`config.mk`:
```
export PLATFORM = sky130hd
export DESIGN_NAME = nibble_serial_addsub_ctrl_flat
export DESIGN_NICKNAME = d
export VERILOG_FILES = /design/src/rtl/nibble_serial_addsub_ctrl_if.sv /design/src/rtl/nibble_serial_addsub_ctrl.sv /design/src/flat_wrapper.sv
export SDC_FILE = /design/constraint.sdc
export NUM_CORES = 1
export LEC_CHECK = 0
export ABC_AREA = 1
export BUFFER_PORTS_ARGS = -buffer_cell sky130_fd_sc_hd__buf_4
export CORE_UTILIZATION = 45
export CTS_BUF_LIST = sky130_fd_sc_hd__clkbuf_4 sky130_fd_sc_hd__clkbuf_8
export DETAILED_ROUTE_END_ITERATION = 8
export PLACE_DENSITY = 0.69
export SLEW_MARGIN = 25
export SYNTH_ARGS = -nofsm -noshare
export SYNTH_HDL_FRONTEND = slang
export SYNTH_SLANG_ARGS = --single-unit
export TNS_END_PERCENT = 100
```
`constraint.sdc`:
```
create_clock -name clk -period 2.9 [get_ports clk]
set_input_delay 0.435 -clock clk [delete_from_list [all_inputs] [get_ports clk]]
set_output_delay 0.435 -clock clk [all_outputs]
set_load 0.02 [all_outputs]
```
`src/rtl/nibble_serial_addsub_ctrl_if.sv`:
```
// Request/response bundle between a requesting datapath and the nibble-serial
// add/sub sequencer: operands and mode in, busy/done status and result out.
`timescale 1ns/1ps
interface nibble_serial_addsub_ctrl_if #(
  parameter int NIBBLES = 4
) ();
  localparam int W = 4 * NIBBLES;

  logic         start;
  logic         mode;
  logic [W-1:0] a;
  logic [W-1:0] b;
  logic         busy;
  logic         done;
  logic [W-1:0] result;
  logic         co;
  logic         ovf;

  modport master (
    output start, mode, a, b,
    input  busy, done, result, co, ovf
  );

  modport slave (
    input  start, mode, a, b,
    output busy, done, result, co, ovf
  );
endinterface

```
`src/rtl/nibble_serial_addsub_ctrl.sv`:
```
// Wide add/subtract sequenced through one shared 4-bit add/sub stage, LS nibble
// first, with the inter-nibble carry held in a register.
//
//   state | meaning
//   IDLE  | waiting for start; result/co/ovf hold the last answer
//   RUN   | one nibble processed per edge, idx = nibble being processed
//   DONE  | one-cycle done pulse; a start here is accepted as in IDLE
`timescale 1ns/1ps
module nibble_serial_addsub_ctrl #(
  parameter int NIBBLES = 4
) (
  input  logic                        clk,
  input  logic                        rst,
  nibble_serial_addsub_ctrl_if.slave  bus
);
  localparam int                IDXW = (NIBBLES > 1) ? $clog2(NIBBLES) : 1;
  localparam logic [IDXW-1:0]   LAST = IDXW'(NIBBLES - 1);

  typedef enum logic [1:0] {IDLE, RUN, DONE} state_t;

  state_t                   state, state_nxt;
  logic [NIBBLES-1:0][3:0]  a_l, b_l, res_q;
  logic                     mode_l, carry_q, co_q, ovf_q;
  logic [IDXW-1:0]          idx;
  logic                     accept, last_nib;
  logic                     busy_d, done_d;
  logic [3:0]               a_nib, b_nib, sum_nib, low;
  logic [1:0]               top;

  assign accept   = bus.start && (state != RUN);
  assign last_nib = (idx == LAST);

  always_ff @(posedge clk or posedge rst) begin
    if (rst) state <= IDLE;
    else     state <= state_nxt;
  end

  always_comb begin
    state_nxt = state;
    case (state)
      IDLE:    if (bus.start) state_nxt = RUN;
      RUN:     if (last_nib)  state_nxt = DONE;
      DONE:    state_nxt = bus.start ? RUN : IDLE;
      default: state_nxt = IDLE;
    endcase
  end

  always_comb begin
    busy_d = 1'b0;
    done_d = 1'b0;
    case (state)
      RUN:     busy_d = 1'b1;
      DONE:    done_d = 1'b1;
      default: ;
    endcase
  end

  // Shared stage split at bit 3 so the carry into the MSB is visible for ovf.
  always_comb begin
    a_nib   = a_l[idx];
    b_nib   = b_l[idx] ^ {4{mode_l}};
    low     = {1'b0, a_nib[2:0]} + {1'b0, b_nib[2:0]} + {3'b000, carry_q};
    top     = {1'b0, a_nib[3]} + {1'b0, b_nib[3]} + {1'b0, low[3]};
    sum_nib = {top[0], low[2:0]};
  end

  always_ff @(posedge clk or posedge rst) begin
    if (rst) begin
      a_l     <= '0;
      b_l     <= '0;
      mode_l  <= 1'b0;
      carry_q <= 1'b0;
      idx     <= '0;
      res_q   <= '0;
      co_q    <= 1'b0;
      ovf_q   <= 1'b0;
    end else if (accept) begin
      a_l     <= bus.a;
      b_l     <= bus.b;
      mode_l  <= bus.mode;
      carry_q <= bus.mode;
      idx     <= '0;
      res_q   <= '0;
      co_q    <= 1'b0;
      ovf_q   <= 1'b0;
    end else if (state == RUN) begin
      res_q[idx] <= sum_nib;
      carry_q    <= top[1];
      idx        <= idx + IDXW'(1);
      if (last_nib) begin
        co_q  <= top[1];
        ovf_q <= low[3] ^ top[1];
      end
    end
  end

  assign bus.busy   = busy_d;
  assign bus.done   = done_d;
  assign bus.result = res_q;
  assign bus.co     = co_q;
  assign bus.ovf    = ovf_q;
endmodule

```
`src/flat_wrapper.sv`:
```
// flat-port wrapper written by rule: the top's interface ports become plain ports
module nibble_serial_addsub_ctrl_flat 
#(
  parameter int NIBBLES = 4
)
  (clk, rst, bus_start, bus_mode, bus_a, bus_b, bus_busy, bus_done, bus_result, bus_co, bus_ovf);
  nibble_serial_addsub_ctrl_if #(.NIBBLES(NIBBLES)) bus_i ();
  input  logic clk;
  input  logic rst;
  input wire logic [$bits(bus_i.start)-1:0] bus_start;
  input wire logic [$bits(bus_i.mode)-1:0] bus_mode;
  input wire logic [$bits(bus_i.a)-1:0] bus_a;
  input wire logic [$bits(bus_i.b)-1:0] bus_b;
  output wire logic [$bits(bus_i.busy)-1:0] bus_busy;
  output wire logic [$bits(bus_i.done)-1:0] bus_done;
  output wire logic [$bits(bus_i.result)-1:0] bus_result;
  output wire logic [$bits(bus_i.co)-1:0] bus_co;
  output wire logic [$bits(bus_i.ovf)-1:0] bus_ovf;
  assign bus_i.start = bus_start;
  assign bus_i.mode = bus_mode;
  assign bus_i.a = bus_a;
  assign bus_i.b = bus_b;
  assign bus_busy = bus_i.busy;
  assign bus_done = bus_i.done;
  assign bus_result = bus_i.result;
  assign bus_co = bus_i.co;
  assign bus_ovf = bus_i.ovf;
  nibble_serial_addsub_ctrl #(.NIBBLES(NIBBLES)) u_core (.clk(clk), .rst(rst), .bus(bus_i));
endmodule
```
==> flow_summary.json <==
{
  "ys_ff_latch": 56,
  "grt_use_total": 0.200,
  "cp-end-kind": "register",
  "synth_edf_count": 0,
  "drive_gt1_frac": 0.196,
  "synth_nets": 374,
  "drc": 0,
  "intPower_mw": 2.10,
  "ioPinCount": 56,
  "htree_levels": 2,
  "worst-endpoint-arrival_ps": 2690,
  "synthArstFlopShare": 1.00,
  "grt_max_degree": 57,
  "cts_tree": "built",
  "cts_resized": 0,
  "postCtsSetupBuffers": 0,
  "start_util": 0.480,
  "seq_area_frac_synth": 0.514,
  "critPathLaunchType": "register",
  "cts_made_buffers": 5,
  "tns_ps": 0,
  "die_area_sq_um": 6370,
  "routedWlPerCell_microns": 12.1,
  "insertion_delay_ps": 300,
  "syn_to_final_growth_pct": 18.0,
  "worstSetupStartpoint": "u_core.idx[0]$_DFFE_PP0P_",
  "vias_per_cell": 4.91,
  "utilization": 0.567,
  "slew_viol_final": 0,
  "criticalPathCategory": "register to register",
  "synth_most_common_cell": "nand2_1",
  "status": "finished clean",
  "tightest_slew_ps": 692,
  "antennaDiodeCount": 0,
  "max_cap_violations": 0,
  "max_freq_mhz": 400,
  "r2r-start": "u_core.idx[0]$_DFFE_PP0P_",
  "dr.pass1.iters": 4,
  "cts.root.buffer_cell": "clkbuf_8",
  "core-area_sq_um": 5680,
  "fill_cells": 541,
  "setup_violations": 0,
  "floorplan.rows": 27,
  "cts.sinks": 56,
  "clk_pin_slew_worst_paths_ps": 90,
  "fp.dieH_microns": 79.8,
  "switchingPower_mw": 1.76,
  "totalWireLength_microns": 5500,
  "vdd_drop_max_mv": 0.521,
  "grt_pass1_wl_microns": 9840,
  "grt_pass1_vias": 2238,
  "overflow": 0,
  "comb_power_share": 0.545,
  "die_w_microns": 79.8,
  "powerDensity_nw_per_um2": 1200,
  "ant_nets": 0,
  "seq_power_share": 0.339,
  "clock_skew_ps": 7.62,
  "crit_fanout": 21,
  "drt_iter0_drc": 127,
  "io_buffer_count": 55,
  "nets": 426,
  "crit_required_ps": 3090,
  "netlist_area_sq_um": 2730,
  "finalHoldViolCount": 0,
  "yosysTopAreaCell": "dfrtp_1",
  "yosys-top-cells-area": "dfrtp_1 51%, nand2_1 21%, nand3_1 7.3%",
  "yosys.area.top_type_share": 0.514,
  "antenna_found_initial": 0,
  "synth_warnings": 0,
  "postCtsHoldBufs": 0,
  "swShare": 0.456,
  "clockBufferDepth": 2,
  "total_leakage_power_nw": 1.75,
  "synthCells": 329,
  "synth.top_cells.by_count": "150 x nand2_1, 56 x dfrtp_1, 40 x nand3_1, 22 x o21ai_0, 16 x inv_1",
  "syn_avg_cell_area_sq_um": 8.28,
  "period_minus_slack_ps": 2500,
  "fin_crit_sh": 0.863,
  "place.gp.congestion": 0.767,
  "synth_cell_types": 22,
  "slew_headroom": 0.539,
  "clkPwrFrac": 0.116,
  "rsz0062_at_grt": "false",
  "hold_path.class": "input port to async pin",
  "via_count": 2231,
  "hpwlAfterDp_microns": 3910,
  "synthFlopType": "dfrtp_1"
}
## routing by layer
metal	part of all wire	routed length, microns	vias to the layer above	GRT usage
met4	0.013	74	0	0.0643
met3	0.046	251	7	0.0423
met5	0	0	-	0
met2	0.46	2500	53	0.341
li1	-	-	1139	-
met1	0.49	2670	1032	0.251
## power groups by stage
| stage | combinational, mW | clock (mW) | sequential (mW) |
|---|---|---|---|
| after floorplan | 1.54 | 0 | 1.37 |
| after global placement | 2.07 | 0 | 1.32 |
| after detailed placement | 2.12 | 0 | 1.32 |
| after CTS | 2.13 | 0.463 | 1.31 |
| after global routing | 2.49 | 0.488 | 1.35 |
| final | 2.11 | 0.447 | 1.31 |
## cell families (layout without fill, tap and decap cells)
group,count (synthesis),in the layout,share of synthesized area
xor gates and xnor gates,1,1,0.00321
adders and majority gates,9,9,0.0496
and+or+nand+nor,201,201,0.301
AOI/OAI and AO/OA,28,28,0.0519
DFF,56,56,0.514
buffers and inverters,34,87,0.0803
## cells in the final DEF (no fill, tap or decap), drive strengths merged
master / Yosys / layout
dfrtp: 56 / 56
a21oi: 3 / 3
buf: 15 / 60
o21ai: 24 / 24
clkbuf: 0 / 8
xnor2: 1 / 1
nor2: 7 / 7
clkinv: 1 / 1
inv: 18 / 18
ha: 6 / 6
nand2: 152 / 152
o22ai: 1 / 1
nand3: 41 / 41
fa: 3 / 3
nand3b: 1 / 1
## through the flow
| step | worst slack [ps] | total power [mW] | area (sq um) | instances | hold slack [ps] |
|---|---|---|---|---|---|
| after floorplan | 530 | 2.91 | 2730 | 329 | 444 |
| after global placement | 448 | 3.38 | 3120 | 446 | 458 |
| after detailed placement | 386 | 3.44 | 3120 | 446 | 467 |
| after CTS | 381 | 3.90 | 3220 | 454 | 308 |
| after global routing | 89.6 | 4.32 | 3220 | 454 | 316 |
| final | 397 | 3.86 | 3220 | 454 | 311 |
## flip-flops by register name, summed over array words and instances, names as in the netlist
name               flops
u_core.state           2
u_core.b_l            16
u_core.mode_l          1
u_core.bus.co          1
u_core.idx             2
u_core.bus.result     16
u_core.a_l            16
u_core.bus.ovf         1
u_core.carry_q         1
## path summary, 6_finish.rpt
check / cells after the start / endpoint / slack, ps
worst max register to register: 12 / u_core.bus.result[3]$_DFFE_PP0P_ / 400
worst max-delay path: 12 / u_core.bus.result[3]$_DFFE_PP0P_ / 400
worst min register to register: 2 / u_core.b_l[12]$_DFFE_PP0P_ / 490
max in group asynchronous: 3 / u_core.a_l[6]$_DFFE_PP0P_ / 2120
min in group clk: 3 / u_core.b_l[13]$_DFFE_PP0P_ / 320
worst min-delay path: 3 / u_core.b_l[15]$_DFFE_PP0P_ / 310
## final cells by class
cell class                 instances  area, sq um  share of cell area
timing repair buffer              60          450               0.140
multi-input combinational        239         1100               0.343
sequential                        56         1400               0.436
clock buffer                       8         97.6              0.0303
tap                               72         90.1              0.0280
inverter                          19         72.6              0.0226
## worst max-delay path, cell delays in order, from the launching register on
cell and delay [ps]:
dfrtp_1 400, inv_2 260, nand2_1 90, nand3_1 100, nand2_1 60, nand2_1 50
nand2_1 70, fa_1 440, nand3b_1 180, nand2_1 110, fa_1 420, inv_1 110
o21ai_0 100
No activity file was read; power rests on OpenSTA's default activity.
